## config.mk

```make
export PLATFORM = sky130hd
export DESIGN_NAME = mem_access_ctrl
export DESIGN_NICKNAME = d
export VERILOG_FILES = /design/src/rtl/mem_access_ctrl_pkg.sv /design/src/rtl/mem_region_guard.sv /design/src/rtl/mem_access_ctrl.sv
export SDC_FILE = /design/constraint.sdc
export NUM_CORES = 1
export LEC_CHECK = 0
export ABC_AREA = 0
export CAP_MARGIN = 20
export CORE_MARGIN = 5
export CORE_UTILIZATION = 40
export DETAILED_ROUTE_END_ITERATION = 8
export GPL_TIMING_DRIVEN = 1
export PLACE_DENSITY_LB_ADDON = 0.05
export SLEW_MARGIN = 20
export SYNTH_ARGS = -nofsm -noshare
export SYNTH_HDL_FRONTEND = slang
export SYNTH_SLANG_ARGS = --single-unit
```

## constraint.sdc

```tcl
create_clock -name clk -period 2.2 [get_ports clk]
set_input_delay 0.44 -clock clk [delete_from_list [all_inputs] [get_ports clk]]
set_output_delay 0.44 -clock clk [all_outputs]
set_load 0.01 [all_outputs]
```

## src/rtl/mem_access_ctrl_pkg.sv

```systemverilog
// mem_access_ctrl_pkg: shared widths, region size and FSM state encoding
package mem_access_ctrl_pkg;
  localparam int DEF_WORD_SIZE        = 16;
  localparam int DEF_MEM_ADDR_BITS    = 8;
  localparam int DEF_REG_REGION_WORDS = 16;
  typedef enum logic [1:0] {
    IDLE    = 2'd0,
    ACCESS  = 2'd1,
    CAPTURE = 2'd2,
    RESP    = 2'd3
  } state_t;
endpackage

```

## src/rtl/mem_region_guard.sv

```systemverilog
// mem_region_guard: flags unprivileged accesses to the reserved register region
// Ports: i_addr (word address), i_priv (privileged access), o_fault (access rejected).
module mem_region_guard #(
  parameter int MEM_ADDR_BITS    = 8,
  parameter int REG_REGION_WORDS = 16
) (
  input  logic [MEM_ADDR_BITS-1:0] i_addr,
  input  logic                     i_priv,
  output logic                     o_fault
);
  assign o_fault = !i_priv && (int'(i_addr) < REG_REGION_WORDS);
endmodule

```

## src/rtl/mem_access_ctrl.sv

```systemverilog
// mem_access_ctrl: single-outstanding load/store initiator for a 1-cycle-latency data memory
// Ports: req_* (request handshake), rsp_* (held response handshake),
// mem_* (DataMemory enables, address, write data, read data).
// Build option REG_REGION_GUARD_EN: rejects unprivileged accesses below REG_REGION_WORDS
// with rsp_fault=1 and no memory cycle; without it rsp_fault stays 0.
import mem_access_ctrl_pkg::*;
module mem_access_ctrl #(
  parameter int WORD_SIZE        = DEF_WORD_SIZE,
  parameter int MEM_ADDR_BITS    = DEF_MEM_ADDR_BITS,
  parameter int REG_REGION_WORDS = DEF_REG_REGION_WORDS
) (
  input  logic                     clk,
  input  logic                     rst,
  input  logic                     req_valid,
  output logic                     req_ready,
  input  logic                     req_write,
  input  logic                     req_priv,
  input  logic [MEM_ADDR_BITS-1:0] req_addr,
  input  logic [WORD_SIZE-1:0]     req_wdata,
  output logic                     rsp_valid,
  input  logic                     rsp_ready,
  output logic [WORD_SIZE-1:0]     rsp_rdata,
  output logic                     rsp_fault,
  output logic                     mem_write_en,
  output logic                     mem_read_en,
  output logic [MEM_ADDR_BITS-1:0] mem_addr,
  output logic [WORD_SIZE-1:0]     mem_write_data,
  input  logic [WORD_SIZE-1:0]     mem_read_data
);
  state_t r_state;
  logic   r_write;
  logic   w_fault;
`ifdef REG_REGION_GUARD_EN
  mem_region_guard #(
    .MEM_ADDR_BITS(MEM_ADDR_BITS),
    .REG_REGION_WORDS(REG_REGION_WORDS)
  ) u_guard (
    .i_addr(req_addr),
    .i_priv(req_priv),
    .o_fault(w_fault)
  );
`else
  logic w_unused;
  assign w_unused = req_priv | (REG_REGION_WORDS == 0);
  assign w_fault  = 1'b0;
`endif
  assign req_ready = (r_state == IDLE) && !rst;
  always_ff @(posedge clk or posedge rst) begin
    if (rst) begin
      r_state        <= IDLE;
      r_write        <= 1'b0;
      rsp_valid      <= 1'b0;
      rsp_rdata      <= '0;
      rsp_fault      <= 1'b0;
      mem_write_en   <= 1'b0;
      mem_read_en    <= 1'b0;
      mem_addr       <= '0;
      mem_write_data <= '0;
    end else begin
      case (r_state)
        IDLE: if (req_valid && req_ready) begin
          r_write <= req_write;
          if (w_fault) begin
            r_state   <= RESP;
            rsp_valid <= 1'b1;
            rsp_fault <= 1'b1;
            rsp_rdata <= '0;
          end else begin
            r_state        <= ACCESS;
            rsp_fault      <= 1'b0;
            mem_addr       <= req_addr;
            mem_write_data <= req_wdata;
            mem_write_en   <= req_write;
            mem_read_en    <= !req_write;
          end
        end
        ACCESS: begin
          mem_write_en <= 1'b0;
          mem_read_en  <= 1'b0;
          r_state      <= r_write ? RESP : CAPTURE;
          if (r_write) begin
            rsp_valid <= 1'b1;
            rsp_rdata <= '0;
          end
        end
        // read data is valid in the cycle after the read_en edge
        CAPTURE: begin
          rsp_rdata <= mem_read_data;
          rsp_valid <= 1'b1;
          r_state   <= RESP;
        end
        RESP: if (rsp_ready) begin
          rsp_valid <= 1'b0;
          r_state   <= IDLE;
        end
        default: r_state <= IDLE;
      endcase
    end
  end
endmodule

```

==> run_results.csv, run 1 <==
group,metric,value,unit
cts,cts_hold_repair.buffers,0,
floorplanning,die_area,0.00619,mm2
hold_path,whs_path_depth,1,
sta,setup_repair_after_global_routing_missed_its_margin,"false",
setup_path,crit_slowest_cell,"sky130_fd_sc_hd__dfrtp_1",
hold_path,hold_path.class,"register to register",
cells_and_area,footprint_of_the_flip_flops_and_latches,0.00115,mm2
cts,cts_made_buffers,5,
setup_path,r2r_start,"r_state[1]",
cts,clk-insertion-delay-late,290,ps
routing,detail_route.wl_per_cell,16.7,um
power_and_ir_drop,worst_ir_drop_vdd,632,uV
routing,detail_route.wirelength,4530,um
synth,synth-edff-count,0,
floorplanning,fp.dieH,78.7,um
setup_path,critical_path.startpoint,"r_state[0]",
routing,drt_drc_violations_left,0,
setup_path,crit_type,"register to output port",
place,dp_hpwl,3370,um
setup_path,crit_path_max_incr_delay,430,ps
cts,cts.reportedPaths.clkPinSlew,80,ps
grt,wire_length_of_the_first_global_routing_pass,7280,um
synth,post_synth_main_area_contributors,"sky130_fd_sc_hd__dfrtp_1, sky130_fd_sc_hd__mux2_2, sky130_fd_sc_hd__a22o_1",
place,place.gp.congestion,0.766,
routing,num_vias,1333,
grt,first_global_vias,1420,
outcome,run_status,"complete, no violations",
cells_and_area,filler_cell_count,369,
setup_path,cp_cell_sequence,"inv_2 -> ha_4 -> inv_1 -> nor2_1 -> dlymetal6s2s_1",
sta,setup_total_negative_slack,0,ps
synth,asyncSetResetFlopFracSynth,100,%
floorplanning,core_area,0.00466,mm2
cts,post-cts-setup-buffers,0,
setup_path,arrival,1310,ps
sta,finalHoldViolCount,0,
routing,number_of_drc_markers_in_iteration_0,49,
grt,track_usage,15.2,%
power_and_ir_drop,power.static_leakage,1.31,nW
synth,yosysWarnings,0,
floorplanning,start_util,40.5,%
cts,clock_sinks,46,
setup_path,wp_depth,5,
synth,synth-seq-area-share,61.0,%
place,io_buffers,88,
synth,post_synth_num_cell_types,27,
floorplanning,boundaryPins,91,
sta,max_slew_margin,55.1,%
setup_path,critical_path.n_buffers_inverters,3,
setup_path,regToRegEndpoint,"rsp_rdata[11]",
setup_path,critPathLaunchType,"register",
sta,fin_skew,2.25,ps
cts,tritoncts,"yes",
floorplanning,fp.dieW,78.7,um
grt,antenna_found_initial,0,
cells_and_area,antennaDiodeCount,0,
synth,synth_most_common_cell,"sky130_fd_sc_hd__dfrtp_1",
sta,max_freq,571,MHz
sta,report.final.slew_viol_count,0,
setup_path,critPathCapture,"req_ready",
sta,setup-violations-final,0,
setup_path,crit_path_max_fanout,6,
synth,number_of_nets_in_the_synthesized_netlist,177,
synth,ys.flop_type,"sky130_fd_sc_hd__dfrtp_1",
setup_path,worst_ep_required_time,1760,ps
sta,max_slew.worst_pin.slew,673,ps
grt,grt_overflow,0,
cells_and_area,post-route-util,63.0,%
synth,post_synth_instance_area,0.00189,mm2
setup_path,cpLargestDelayFamily,"flip-flops",
power_and_ir_drop,powerDensity,1370,mW/mm2
synth,yosys-top-cells-count,"sky130_fd_sc_hd__dfrtp_1, sky130_fd_sc_hd__mux2_2, sky130_fd_sc_hd__a22o_1",
synth,syn-instance-count,126,
synth,ys_seq_elements,46,
grt,pin_count_of_the_biggest_net_entering_global_routing,29,
run,cap_viol_max_count,0,
floorplanning,std_cell_rows,25,
cells_and_area,layout-drive-gt1-share,18.9,%
cts,htree_levels,2,
synth,synth_area_per_cell,15.0,um2
sta,period_needed,1750,ps
cells_and_area,multi_input_area,674,um2
sta,period_utilization_post_route,79.6,%
cts,clock_path_buffers,2,
setup_path,worst-r2r-setup-slack,570,ps
routing,route.detailed.vias_per_inst,4.92,
routing,ant_nets,0,
cells_and_area,nNetsFinal,267,
setup_path,endpoint_kind,"output port",
setup_path,r2r_cells,4,
synth,cell_type_with_the_highest_aggregate_area_in_the_netlist,"sky130_fd_sc_hd__dfrtp_1",
cts,clock_tree.root_cell,"sky130_fd_sc_hd__clkbuf_8",
synth,yosys.area.top_type_share,61.0,%
cells_and_area,area_added_between_synthesis_and_finish,55.8,%
routing,drt_first_pass_iters,4,
-- placed cells by master, fill, tap and decap left out, types with 2 or more instances in the layout --
cell	instances
sky130_fd_sc_hd__a211oi_1	2
sky130_fd_sc_hd__a22o_1	16
sky130_fd_sc_hd__buf_12	2
sky130_fd_sc_hd__clkbuf_1	2
sky130_fd_sc_hd__clkbuf_8	5
sky130_fd_sc_hd__clkdlybuf4s50_1	87
sky130_fd_sc_hd__dfrtp_1	46
sky130_fd_sc_hd__ha_1	4
sky130_fd_sc_hd__inv_2	3
sky130_fd_sc_hd__mux2_2	20
sky130_fd_sc_hd__mux2_4	6
sky130_fd_sc_hd__nand3_1	3
sky130_fd_sc_hd__nor2_1	2
-- sequential cells by signal (all words and copies together) (netlist names) --
name and flops:
mem_write_data 16, mem_write_en 1, mem_addr 8, rsp_valid 1, mem_read_en 1, r_state 2
rsp_rdata 16, r_write 1
-- worst min path at each step --
| stage | slack [ps] | end | start |
|---|---|---|---|
| 2_1_floorplan | 500 | r_write | r_write |
| 3_3_place_gp | 480 | rsp_valid | rsp_valid |
| 3_5_place_dp | 480 | rsp_rdata[10] | rsp_rdata[10] |
| 4_1_cts | 500 | rsp_valid | rsp_valid |
| 5_1_grt | 510 | rsp_valid | rsp_valid |
| 6_report | 500 | rsp_valid | rsp_valid |
-- power by group --
group          switching [mW]  internal, mW  leakage, nW
Combinational           0.776          1.18        0.694
Sequential              0.212          1.24        0.569
Clock                   0.268         0.340       0.0524
-- cell families (layout without fill, tap and decap cells) --
family                   count (synthesis)  in the layout  synth area share, %
other                                    1              1                0.199
adder cells (fa/ha/maj)                  5              5                 3.32
buffers and inverters                   11            102                 4.05
AO/OA/AOI/OAI                           24             24                 10.4
flip-flops                              46             46                 61.0
AND/OR/NAND/NOR                         12             12                 3.78
multiplexers                            27             27                 17.3
-- metal layers --
layer | vias to the layer above | wire length [um] | track usage, %
li1 | 627 | - | -
met1 | 646 | 1750 | 17.2
met2 | 53 | 2330 | 26.5
met3 | 7 | 384 | 5.28
met4 | 0 | 70 | 5.42
met5 | - | 0 | 0
-- final cells by class --
cell class | instances | share of cell area (%)
clock inverter | 1 | 1.02
tap | 54 | 2.30
inverter | 4 | 0.511
multi-input combinational | 69 | 23.0
timing repair buffer | 90 | 31.4
clock buffer | 7 | 2.60
sequential | 46 | 39.2
-- what timing repair did --
item,in CTS,in global routing
resized for setup,3,2
pin swaps,0,0
endpoints found under the setup margin,1,1
-- metrics by stage --
stage / cells / setup WS (ps) / hold WS (ps) / total power, mW / instance area (um2)
floorplan: 126 / 642 / 496 / 2.45 / 1890
global placement: 263 / 199 / 476 / 3.34 / 2810
detailed placement: 263 / 197 / 481 / 3.41 / 2810
CTS: 271 / 16.5 / 501 / 4.06 / 2930
global route: 271 / 354 / 512 / 4.27 / 2940
finish: 271 / 449 / 498 / 4.01 / 2940
(Power assumes the default switching activity.)
==> run 2, diff against run 1 <==
--- a/config.mk
+++ b/config.mk
@@ -8,7 +8,7 @@
 export ABC_AREA = 0
 export CAP_MARGIN = 20
 export CORE_MARGIN = 5
-export CORE_UTILIZATION = 40
+export CORE_UTILIZATION = 36
 export DETAILED_ROUTE_END_ITERATION = 8
 export GPL_TIMING_DRIVEN = 1
 export PLACE_DENSITY_LB_ADDON = 0.05
==> constraint.sdc (replaced) <==
create_clock -name clk -period 1.4 [get_ports clk]
set_input_delay 0.28 -clock clk [delete_from_list [all_inputs] [get_ports clk]]
set_output_delay 0.28 -clock clk [all_outputs]
set_load 0.01 [all_outputs]
==> run 2 against run 1 <==
Against the previous run: the run now ends with negative setup slack left; clock power up 57%; final cell count up 13%; clock skew about the same; count of clock-buffer cells in the layout unchanged; flip-flop and latch count did not move; first-iteration DRC count is 8.2% lower; global-route usage grew 0.25 points; die area grew 9.7%; sequential share of layout area down 3.7 points; critical path type is now register to register; largest power group unchanged; highest routed layer unchanged.
==> run_results.csv, run 2 (synthesis gave the netlist of run 1 again) <==
group,metric,value,unit
outcome,run_status,"finished, violations left",
outcome,failing_checks,"negative setup slack",
setup_path,critPathLaunchType,"register",
place,io_buffers,88,
place,placement.setup.worst_slack,-284,ps
power_and_ir_drop,power.static_leakage,1.61,nW
setup_path,crit_path_max_fanout,7,
sta,report.final.slew_viol_count,0,
place,dp_hpwl,3400,um
sta,fin_skew,2.56,ps
grt,grt_overflow,0,
cts,cts_made_buffers,5,
cts,tritoncts,"yes",
cts,clock_path_buffers,2,
floorplanning,fp.dieH,82.4,um
cells_and_area,area_added_between_synthesis_and_finish,71.9,%
cts,cts.reportedPaths.clkPinSlew,80,ps
cts,clock_sinks,46,
cts,cts_hold_repair.buffers,0,
cells_and_area,layout.cells.most_common,"sky130_fd_sc_hd__dfrtp_1",
sta,layout_setup_ws,-164,ps
hold_path,hold_path.class,"primary input to async pin",
floorplanning,core_area,0.00511,mm2
cts,clk-insertion-delay-late,290,ps
routing,ant_nets,0,
floorplanning,die_area,0.00678,mm2
routing,num_vias,1430,
place,dpl_cell_area,0.00294,mm2
floorplanning,start_util,36.9,%
place,place.gp.congestion,0.731,
run,cap_viol_max_count,0,
grt,antenna_found_initial,0,
setup_path,worst_ep_required_time,1580,ps
grt,first_global_vias,1593,
routing,number_of_drc_markers_in_iteration_0,45,
cells_and_area,layout-drive-gt1-share,29.7,%
cells_and_area,antennaDiodeCount,0,
routing,drt_drc_violations_left,0,
sta,setup_repair_after_global_routing_missed_its_margin,"true",
grt,wire_length_of_the_first_global_routing_pass,7810,um
cells_and_area,layout_common_cells,"sky130_fd_sc_hd__dfrtp_1, sky130_fd_sc_hd__clkdlybuf4s50_1, sky130_fd_sc_hd__dlygate4sd2_1",
setup_path,critical_path.n_buffers_inverters,4,
routing,detail_route.wirelength,5150,um
cells_and_area,nNetsFinal,286,
power_and_ir_drop,totalPowerFinal,6.81,mW
cells_and_area,final_cells,306,
sta,max_freq,639,MHz
routing,route.detailed.vias_per_inst,4.67,
grt,pin_count_of_the_biggest_net_entering_global_routing,47,
setup_path,crit_slowest_cell,"sky130_fd_sc_hd__dfrtp_1",
sta,setup-violations-final,45,
floorplanning,std_cell_rows,26,
power_and_ir_drop,worst_ir_drop_vdd,1410,uV
cts,htree_levels,2,
place,dp_cells,288,
setup_path,crit_type,"register to register",
routing,detail_route.wl_per_cell,16.8,um
sta,setup_total_negative_slack,-4980,ps
setup_path,endpoint_kind,"register",
setup_path,cp_cell_sequence,"inv_2 -> ha_4 -> buf_6 -> nand3b_1 -> buf_6 -> clkbuf_16 -> mux2_2",
sta,finalHoldViolCount,0,
sta,period_utilization_post_route,112,%
setup_path,cpLargestDelayFamily,"buffers and inverters",
routing,drt_first_pass_iters,4,
sta,holdWs,401,ps
setup_path,arrival,1740,ps
cts,clock_tree.root_cell,"sky130_fd_sc_hd__clkbuf_8",
floorplanning,boundaryPins,91,
cells_and_area,reg.largest.list,"mem_write_data (16), rsp_rdata (16), mem_addr (8)",
floorplanning,fp.dieW,82.4,um
grt,track_usage,15.5,%
cells_and_area,post-route-util,63.4,%
setup_path,cp_common_cell,"sky130_fd_sc_hd__buf_6",
cells_and_area,post-route-cell-area,0.00324,mm2
setup_path,crit_path_max_incr_delay,380,ps
sta,period_needed,1560,ps
power_and_ir_drop,powerDensity,2100,mW/mm2
run 2: cell types whose count changed in the layout (fill, tap and decap cells not counted), sizes merged:
| cell | change |
|---|---|
| clkbuf | +1 |
| and2 | +1 |
| clkdlybuf4s50 | -43 |
| dlygate4sd2 | +43 |
| dlymetal6s2s | -1 |
| buf | +18 |
run 2: power by group:
part           switching, mW  internal (mW)  leakage (nW)  total [mW]
Clock                  0.419          0.534        0.0524       0.953
Combinational           1.48           2.12         0.985        3.60
Sequential             0.321           1.94         0.569        2.26
Total                   2.22           4.60          1.61        6.81
run 2: layout make-up:
cell class / count / area, um2
multi-input cells: 70 / 815
flip-flops and latches: 46 / 1150
clock inverters: 1 / 30.0
repair buffers: 108 / 1070
inverters: 4 / 15.0
well taps: 70 / 87.6
clock buffers: 7 / 76.3
fillers: 420 / 1870
run 2: final timing paths:
path                                     endpoint       start  cells after the start  slack [ps]
worst max-delay path                  mem_addr[5]  r_state[0]                      7        -160
worst min-delay path                   r_state[1]         rst                      3         400
worst max register to register        mem_addr[5]  r_state[0]                      7        -160
worst min register to register          rsp_valid   rsp_valid                      1         490
max in group asynchronous       mem_write_data[8]         rst                      3         790
min in group clk                        rsp_valid   rsp_valid                      1         490
run 2: repair_timing:
action | 4_1_cts | 5_1_grt
resized for setup | 64 | 16
pin swaps | 3 | 5
cloned | 2 | 1
setup buffers | 6 | 4
endpoints found under the setup margin | 73 | 47
run 2: metal layers:
metal  vias to the layer above  wire length [um]  track usage (%)
met5                         -                 0                0
met4                         0                80             4.49
met3                         9               350             4.77
met2                        51              2600             26.2
met1                       696              2120             18.8
li1                        674                 -                -
run 2: worst reg2reg max path: cells and delay by family (launching register included):
family,cells,cell delay (ps)
buffers and inverters,4,500
adder cells (fa/ha/maj),1,160
flip-flops,1,380
multiplexers,1,330
AND/OR/NAND/NOR,1,90
==> run 3, diff against run 2 <==
--- a/config.mk
+++ b/config.mk
@@ -6,7 +6,7 @@
 export NUM_CORES = 1
 export LEC_CHECK = 0
 export ABC_AREA = 0
-export CAP_MARGIN = 20
+export CAP_MARGIN = 10
 export CORE_MARGIN = 5
 export CORE_UTILIZATION = 36
 export DETAILED_ROUTE_END_ITERATION = 8
==> results of run 3 <==
The final DEF is identical to that of run 2; final timing and power are the same.
